==> src/rtl/io_bus_pkg.sv <==
`default_nettype none
// ============================================================================
// Module   : io_bus_pkg
// Brief    : Shared command encodings, I/O addresses and FSM states for io_bus_ctrl.
// Revision : 1.0
// ============================================================================
package io_bus_pkg;

    localparam logic [1:0] CMD_NONE  = 2'b00;
    localparam logic [1:0] CMD_READ  = 2'b01;
    localparam logic [1:0] CMD_WRITE = 2'b10;

    localparam logic [8:0] LED_ADDR = 9'h100;
    localparam logic [8:0] SW_ADDR  = 9'h140;

    typedef enum logic [1:0] {
        IDLE      = 2'd0,
        RAM_ISSUE = 2'd1,
        RAM_CAPT  = 2'd2,
        RESP      = 2'd3
    } state_t;

    typedef enum logic [1:0] {
        RGN_RAM      = 2'd0,
        RGN_LED      = 2'd1,
        RGN_SW       = 2'd2,
        RGN_UNMAPPED = 2'd3
    } region_t;

endpackage
`default_nettype wire

==> src/rtl/sync2.sv <==
`default_nettype none
// ============================================================================
// Module   : sync2
// Brief    : Two-flop synchronizer for asynchronous level inputs.
// Revision : 1.0
// ============================================================================
module sync2 #(
    parameter int WIDTH = 1
) (
    input  logic             clk,
    input  logic             rst,
    input  logic [WIDTH-1:0] i_d,
    output logic [WIDTH-1:0] o_q
);

    logic [WIDTH-1:0] r_meta;
    logic [WIDTH-1:0] r_sync;

    always_ff @(posedge clk) begin
        if (rst) begin
            r_meta <= '0;
            r_sync <= '0;
        end else begin
            r_meta <= i_d;
            r_sync <= r_meta;
        end
    end

    assign o_q = r_sync;

endmodule
`default_nettype wire

==> src/rtl/io_bus_ctrl.sv <==
`default_nettype none
// ============================================================================
// Module   : io_bus_ctrl
// Brief    : CPU memory-bus controller: RAM window, LED register, switch port.
// Revision : 1.0
// ============================================================================
module io_bus_ctrl
    import io_bus_pkg::*;
#(
    parameter int ADDR_W = 9,
    parameter int DATA_W = 16,
    parameter int RAM_AW = 8
) (
    input  logic              clk,
    input  logic              reset,
    input  logic [1:0]        mem_cmd,
    input  logic [ADDR_W-1:0] mem_addr,
    input  logic [DATA_W-1:0] write_data,
    output logic [DATA_W-1:0] read_data,
    output logic              mem_ready,
    input  logic [7:0]        sw,
    output logic [7:0]        ledr,
    output logic [RAM_AW-1:0] ram_addr,
    output logic [DATA_W-1:0] ram_din,
    output logic              ram_we,
    input  logic [DATA_W-1:0] ram_dout,
    output logic              err
);

    state_t             r_state;
    state_t             w_state_nxt;
    region_t            w_region;
    logic [7:0]         w_sw_sync;
    logic               w_is_read;
    logic               w_is_write;
    logic               w_accept;

    logic [DATA_W-1:0]  r_read_data;
    logic [7:0]         r_ledr;
    logic [RAM_AW-1:0]  r_ram_addr;
    logic [DATA_W-1:0]  r_ram_din;
    logic               r_ram_we;
    logic               r_err;

    sync2 #(
        .WIDTH (8)
    ) u_sw_sync (
        .clk (clk),
        .rst (reset),
        .i_d (sw),
        .o_q (w_sw_sync)
    );

    // Upper address bit clear selects the RAM window; the rest is sparse I/O.
    always_comb begin
        w_region = RGN_UNMAPPED;
        if (!mem_addr[ADDR_W-1]) begin
            w_region = RGN_RAM;
        end else if (mem_addr == ADDR_W'(LED_ADDR)) begin
            w_region = RGN_LED;
        end else if (mem_addr == ADDR_W'(SW_ADDR)) begin
            w_region = RGN_SW;
        end
    end

    assign w_is_read  = (mem_cmd == CMD_READ);
    assign w_is_write = (mem_cmd == CMD_WRITE);
    assign w_accept   = (r_state == IDLE) && (w_is_read || w_is_write);

    always_ff @(posedge clk) begin
        if (reset) begin
            r_state <= IDLE;
        end else begin
            r_state <= w_state_nxt;
        end
    end

    always_comb begin
        w_state_nxt = r_state;
        case (r_state)
            IDLE: begin
                if (w_accept) begin
                    w_state_nxt = (w_is_read && (w_region == RGN_RAM)) ? RAM_ISSUE : RESP;
                end
            end
            RAM_ISSUE: w_state_nxt = RAM_CAPT;
            RAM_CAPT:  w_state_nxt = RESP;
            RESP:      w_state_nxt = IDLE;
            default:   w_state_nxt = IDLE;
        endcase
    end

    // ram_we is a one-shot: only a RAM write accept raises it, for the RESP cycle.
    always_ff @(posedge clk) begin
        if (reset) begin
            r_read_data <= '0;
            r_ledr      <= '0;
            r_ram_addr  <= '0;
            r_ram_din   <= '0;
            r_ram_we    <= 1'b0;
            r_err       <= 1'b0;
        end else begin
            r_ram_we <= 1'b0;
            if (w_accept) begin
                case (w_region)
                    RGN_RAM: begin
                        r_ram_addr <= mem_addr[RAM_AW-1:0];
                        if (w_is_write) begin
                            r_ram_din <= write_data;
                            r_ram_we  <= 1'b1;
                        end
                    end
                    RGN_LED: begin
                        if (w_is_write) begin
                            r_ledr <= write_data[7:0];
                        end else begin
                            r_read_data <= {{(DATA_W-8){1'b0}}, r_ledr};
                        end
                    end
                    RGN_SW: begin
                        if (w_is_read) begin
                            r_read_data <= {{(DATA_W-8){1'b0}}, w_sw_sync};
                        end
                    end
                    default: begin
                        r_err <= 1'b1;
                        if (w_is_read) begin
                            r_read_data <= '0;
                        end
                    end
                endcase
            end
            if (r_state == RAM_CAPT) begin
                r_read_data <= ram_dout;
            end
        end
    end

    assign read_data = r_read_data;
    assign mem_ready = (r_state == RESP);
    assign ledr      = r_ledr;
    assign ram_addr  = r_ram_addr;
    assign ram_din   = r_ram_din;
    assign ram_we    = r_ram_we;
    assign err       = r_err;

endmodule
`default_nettype wire

==> config.mk <==
export PLATFORM = sky130hd
export DESIGN_NAME = io_bus_ctrl
export DESIGN_NICKNAME = d
export VERILOG_FILES = /design/src/rtl/io_bus_pkg.sv /design/src/rtl/sync2.sv /design/src/rtl/io_bus_ctrl.sv
export SDC_FILE = /design/constraint.sdc
export NUM_CORES = 1
export LEC_CHECK = 0
export CAP_MARGIN = 20
export CELL_PAD_IN_SITES_DETAIL_PLACEMENT = 0
export CELL_PAD_IN_SITES_GLOBAL_PLACEMENT = 2
export CORE_AREA = 2 2 95 116
export CTS_BUF_LIST = sky130_fd_sc_hd__clkbuf_8
export CTS_CLUSTER_SIZE = 24
export DETAILED_ROUTE_END_ITERATION = 16
export DIE_AREA = 0 0 97 118
export PLACE_DENSITY = 0.93
export SYNTH_ARGS = -nofsm -noshare
export SYNTH_HDL_FRONTEND = slang
export SYNTH_SLANG_ARGS = --single-unit
==> constraint.sdc <==
create_clock -name clk -period 4.7 [get_ports clk]
set_clock_uncertainty 0.1 [all_clocks]
set_input_delay 0.47 -clock clk [delete_from_list [all_inputs] [get_ports clk]]
set_output_delay 0.47 -clock clk [all_outputs]
set_load 0.02 [all_outputs]
# After elaboration in Yosys (flattened, before gate mapping)
# Cells that the tools add are included.
[op_classes] bitwise_logic=3 muxes=13 n_eq_ne=13 n_reduce_logical=14
[ops] operator="2-to-1 mux 16 bit" n=5
[ops] operator="one-hot mux 16 bit (3 select lines)" n=1
[ops] operator="== test 9 bit, second input constant" n=2
[ops] operator="== test 2 bit, second input constant" n=4
[ops] operator="2-to-1 mux 2 bit" n=4
[ops] operator="one-hot mux 2 bit (4 select lines)" n=1
[ops] operator="== test 2 x 1 -> 1 bit, second input constant" n=3
[ops] operator="!= test 3 bit, second input constant" n=2
[ops] operator="AND reduction 3 bit" n=2
[ops] operator="OR reduction 3 bit" n=2
[ops] operator="AND reduction 5 bit" n=1
[ops] operator="logical NOT 2 bit" n=2
[ops] operator="AND reduction 2 bit" n=2
[ops] operator="NOT 1 bit" n=3
[ops] operator="nonzero test 3 bit" n=1
[ops] operator="logical AND 1 bit" n=2
[ops] operator="2-to-1 mux 1 bit" n=2
[ops] operator="!= test 2 x 1 -> 1 bit, second input constant" n=1
[ops] operator="!= test 2 bit, second input constant" n=1
[ops] operator="nonzero test 2 bit" n=1
[ops] operator="logical OR 1 bit" n=1
[word_totals] input_bits=53 output_inout_bits=51 wordCells=52 register_bits=68

# Longest topological paths before layout
[depth] depth_word=9 mapped_depth=8

# Hierarchy
# Synthesis repeated with hierarchy kept, for this count alone.
[hier_totals] hier_cells=293 hier_area_um2=2826.5
[modules_own_cells] module="io_bus_ctrl" area_per_inst_um2=2362.3 seq_area_each_um2=1041.0 instances=1 cells_per_inst=260
[modules_own_cells] module="sync2" area_per_inst_um2=464.2 seq_area_each_um2=320.3 instances=1 cells_per_inst=33

# Worst setup path after synthesis
# OpenSTA, ideal clock, no wires.
[synth_timing] path_kind="in2reg" startpoint="input mem_cmd[0]" endpoint="register r_read_data[4] (netlist: read_data[4])" slack_ns=2.310 t_required_ns=4.480 arrival_time_ns=2.171 path_buffers=2 setup_ns=0.120 path_stages=8 cell_sequence="inv_1 -> ha_1 -> nand3b_1 -> or4_1 -> buf_2 -> buf_6 -> and3_1 -> o31a_1"
[synth_between] elab_chain_len=5 elab_cells_between_ends=9 cone_classes="eq/ne (4); reduce/logical (5)"
[synth_lines] element="start: declaration" line_no="io_bus_ctrl.sv:16" rtl="input logic [1:0] mem_cmd,"
[synth_lines] element="== test 2 x 1 -> 1 bit / == test 2 bit (equally long branches)" line_no="io_bus_ctrl.sv:66, io_bus_ctrl.sv:67"
[synth_lines] element="logical OR 1 bit" line_no="io_bus_ctrl.sv:68" rtl="assign w_accept = (r_state == IDLE) && (w_is_read || w_is_write);"
[synth_lines] element="logical AND 1 bit" line_no="io_bus_ctrl.sv:68"
[synth_lines] element="nonzero test 2 bit (no source line)"
[synth_lines] element="AND reduction 5 bit (no source line) *"
[synth_lines] element="end signal: assignment" line_no="io_bus_ctrl.sv:117" rtl="r_read_data <= {{(DATA_W-8){1'b0}}, r_ledr};"
[synth_lines] element="end signal: assignment" line_no="io_bus_ctrl.sv:122" rtl="r_read_data <= {{(DATA_W-8){1'b0}}, w_sw_sync};"
[synth_lines] element="end signal: assignment" line_no="io_bus_ctrl.sv:134" rtl="r_read_data <= ram_dout;"
[synth_lines] element="end: declaration" line_no="io_bus_ctrl.sv:38" rtl="logic [DATA_W-1:0] r_read_data;"
# Every way passes the cells marked *; elsewhere a longest branch is shown, timed or not.
# A chain may end at the register's enable or synchronous reset.

# Final worst setup path
[layout_timing] startpoint="input mem_addr[6]" endpoint="register r_read_data[7] (netlist: read_data[7])"
[layout_between] elab_chain_len=8 elab_cells_between_ends=16 cone_classes="eq/ne (7); mux (6); reduce/logical (3)"
[layout_lines] element="start: declaration" line_no="io_bus_ctrl.sv:17" rtl="input logic [ADDR_W-1:0] mem_addr,"
[layout_lines] element="== test 9 bit" line_no="io_bus_ctrl.sv:61" rtl="end else if (mem_addr == ADDR_W'(SW_ADDR)) begin"
[layout_lines] element="2-to-1 mux 1 bit" line_no="io_bus_ctrl.sv:61"
[layout_lines] element="2-to-1 mux 2 bit *" line_no="io_bus_ctrl.sv:59" rtl="end else if (mem_addr == ADDR_W'(LED_ADDR)) begin"
[layout_lines] element="2-to-1 mux 2 bit *" line_no="io_bus_ctrl.sv:57" rtl="if (!mem_addr[ADDR_W-1]) begin"
[layout_lines] element="== test 2 bit (tied with other cells)" line_no="io_bus_ctrl.sv:105" rtl="case (w_region)"
[layout_lines] element="one-hot mux 16 bit (3 select lines)" line_no="io_bus_ctrl.sv:105"
[layout_lines] element="2-to-1 mux 16 bit" line_no="io_bus_ctrl.sv:104" rtl="if (w_accept) begin"
[layout_lines] element="2-to-1 mux 16 bit" line_no="io_bus_ctrl.sv:133" rtl="if (r_state == RAM_CAPT) begin"
# Every way passes the cells marked *; elsewhere a longest branch is shown, timed or not. The select of a mux whose other input is x is not followed.

==> impl_metrics.env <==
export IMPL_cts_sinks=68
export IMPL_reg2reg_to="read_data[7]"
export IMPL_seq_power_share_pct=40.0
export IMPL_synth_common_cells="dfxtp_1 (68), nand2_1 (58), a21oi_1 (51)"
export IMPL_ctsHoldBuffers=0
export IMPL_die_y_um=118
export IMPL_arrival_ns=3.20
export IMPL_clkPwrFrac_pct=31.3
export IMPL_grt_setup_unrepaired="no"
export IMPL_r2r_cells=6
export IMPL_start_util_pct=26.45
export IMPL_htreeDepth=3
export IMPL_hold_viol=0
export IMPL_setup_violations=0
export IMPL_num_vias=2381
export IMPL_cts_resized_gates=0
export IMPL_final_area_sq_um=4070
export IMPL_yosysTopAreaCell="dfxtp_1"
export IMPL_maxCapViolCount=0
export IMPL_layout_nets=464
export IMPL_ant_nets=0
export IMPL_cts_tree="yes"
export IMPL_finalPower_w=0.001713
export IMPL_synth_top_area_share_pct=49.91
export IMPL_crit_path_start_kind="input pin"
export IMPL_synthArstFlopShare_pct=0
export IMPL_drcViolationCount=0
export IMPL_multi_input_area_sq_um=1222
export IMPL_drive_above_1_share_pct=5.854
export IMPL_ys_ff_latch=68
export IMPL_post_route_min_period_ns=3.075
export IMPL_swShare_pct=30.11
export IMPL_drtIter0Drc=97
export IMPL_viasPerCell=4.417
export IMPL_first_pass_iters=6
export IMPL_relSlewSlack_pct=33.16
export IMPL_busiest_layer="met2"
export IMPL_rows=41
export IMPL_grt_use_met1_pct=15.71
export IMPL_powerDensity_nw_per_um2=420.9
export IMPL_r2r_setup_slack_ns=2.20
export IMPL_grt_util_met2_pct=21.35
export IMPL_tightestPinTransition_ns=1.003
export IMPL_yosys_warnings=0
export IMPL_wl_um=7185
export IMPL_nFillCells=1059
export IMPL_seq_area_frac_synth_pct=49.91
export IMPL_die_area_sq_um=11450
export IMPL_met3_usage_pct=4.929
export IMPL_syn_inst=311
export IMPL_diodes=0
export IMPL_hold_start="u_sw_sync.r_meta[1]"
export IMPL_regArea_sq_um=1361
export IMPL_dp_hpwl_um=5166
export IMPL_syn_num_nets=370
export IMPL_syn_area_sq_um=2728
export IMPL_synth_edf_count=0
export IMPL_hold_end="u_sw_sync.o_q[1]"
export IMPL_ctsRootBufferMaster="clkbuf_8"
export IMPL_syn_to_final_growth_pct=49.22
export IMPL_ys_flop_type="dfxtp_1"
export IMPL_holdPathStages=1
export IMPL_yosysMostFrequentCell="dfxtp_1"
export IMPL_grt_max_degree=69
export IMPL_ir_worst_vdd_mv=0.1388
export IMPL_grt_pass1_vias=2340
export IMPL_synth_distinct_cells=28
export IMPL_insertion_delay_ns=0.34
export IMPL_crit_required_ns=4.83
export IMPL_synth_avg_cell_area_sq_um=8.770
export IMPL_io_buffers=103
export IMPL_outcome="completed"
export IMPL_pin_count=104
export IMPL_combinationalPowerShare_pct=28.6
export IMPL_post_cts_buffers=0
export IMPL_p_sw_w=0.0005158
export IMPL_grt_ovfl_total=0
export IMPL_timing_rr_start="r_state[0]"
export IMPL_placed_cell_area_sq_um=3846
export IMPL_path_clk_slew_ns=0.08
export IMPL_max_freq_ghz=0.3252
export IMPL_maxSlewViolCount=0
export IMPL_grt_usage_pct=12.99
export IMPL_hp_class="register to register"
export IMPL_synth_area_top_cells="dfxtp_1 (50%), a21oi_1 (9.4%), nand2_1 (8.0%)"
export IMPL_wl_per_cell_um=13.33
export IMPL_fp_dieW_um=97
export IMPL_cts_buffers=9
export IMPL_clockBufferDepth=2
export IMPL_finalCritPeriodShare_pct=65.43
export IMPL_tns_ns=0
export IMPL_crit_path_end_kind="register"
export IMPL_p_int_w=0.001197
export IMPL_p_leak_nw=1.471
export IMPL_globalplace_congestion=0.7020
export IMPL_antenna_found_initial=0
export IMPL_criticalPathCategory="input pin to register"
export IMPL_core_sq_um=10310
export IMPL_cp_max_fo=24
export IMPL_grt_pass1_wl_um=11840
-- cell families (layout without fill, tap and decap cells) --
| kind of cell | after synthesis | count (layout) | share of synthesized area, % |
|---|---|---|---|
| and+or+nand+nor | 123 | 123 | 23.53 |
| adders and majority gates | 6 | 6 | 2.752 |
| DFF | 68 | 68 | 49.91 |
| buffers and inverters | 36 | 135 | 5.275 |
| AOI/OAI and AO/OA | 62 | 62 | 12.66 |
| muxes | 16 | 16 | 5.871 |
-- power groups by stage --
| stage | clock network [W] | logic, W | registers, W |
|---|---|---|---|
| CTS | 0.000560 | 0.000498 | 0.000687 |
| global placement | 0 | 0.000485 | 0.000699 |
| detailed placement | 0 | 0.000496 | 0.000699 |
| global route | 0.000585 | 0.000542 | 0.000695 |
| floorplan | 0 | 0.000220 | 0.000764 |
| finish | 0.000536 | 0.000491 | 0.000686 |
-- metrics by stage --
step                      hold slack, ns  std cells  utilization [%]  setup slack, ns
after floorplan                   0.3138        311                -            2.310
after global placement            0.3253        522            37.23            1.328
after detailed placement          0.3204        523            37.30            1.261
after CTS                         0.3390        539            39.47            1.646
after global routing              0.3612        539            39.47            1.534
final                             0.3374        539            39.47            1.625
-- cells in the final DEF, fill, tap and decap left out, types with 2 or more instances in the layout --
cell type        synthesis  layout
a21oi_1                 51      51
o211ai_1                 2       2
o31a_1                   8       8
dfxtp_1                 68      68
buf_4                    0       4
or3_1                    8       8
nand4b_1                 8       8
clkbuf_8                 0       9
clkinvlp_4               0       3
ha_1                     6       6
clkdlybuf4s50_1          0     102
nand3_1                  2       2
nor2_1                  10      10
nand3b_1                 2       2
nand2_1                 58      58
inv_1                   12      12
bufinv_16                0       2
mux2i_1                 16      16
nor2b_1                 16      16
or4_1                    4       4
and3_1                   8       8
-- how the worst max path moves through the flow --
stage	from	endpoint	slack (ns)	depth (start not counted)
4_1_cts	mem_addr[6]	read_data[0]	1.65	5
2_1_floorplan	mem_cmd[0]	read_data[4]	2.31	8
6_report	mem_addr[6]	read_data[7]	1.62	5
3_5_place_dp	mem_addr[6]	read_data[0]	1.26	5
3_3_place_gp	mem_addr[6]	read_data[1]	1.33	5
5_1_grt	mem_addr[6]	read_data[4]	1.53	5
-- state kept, by name, summed over array words and instances (netlist names) --
signal,cells
r_state,2
u_sw_sync.r_meta,8
ram_addr,8
u_sw_sync.o_q,8
ledr,8
read_data,16
err,1
ram_din,16
ram_we,1
-- layout make-up --
type,instances,share of cell area (%)
Sequential cell,68,33.45
Multi-Input combinational cell,207,30.03
Timing Repair Buffer,107,25.95
Tap cell,129,3.966
Clock buffer,9,3.043
Clock inverter,7,2.459
Inverter,12,1.107
-- metal layers --
| layer | wire length (um) | vias to the layer above | part of all wire (%) |
|---|---|---|---|
| met5 | 0 | - | 0 |
| met4 | 32 | 0 | 0.45 |
| met3 | 371 | 5 | 5.2 |
| met2 | 3502 | 59 | 49 |
| met1 | 3279 | 1075 | 46 |
| li1 | - | 1242 | - |
-- critical path, cell delays in order --
cell             delay [ns]
clkdlybuf4s50_1        0.72
or4_1                  0.63
or4_1                  0.78
and3_1                 0.34
o31a_1                 0.26
Note: power is estimated with default switching activity, not from simulation.
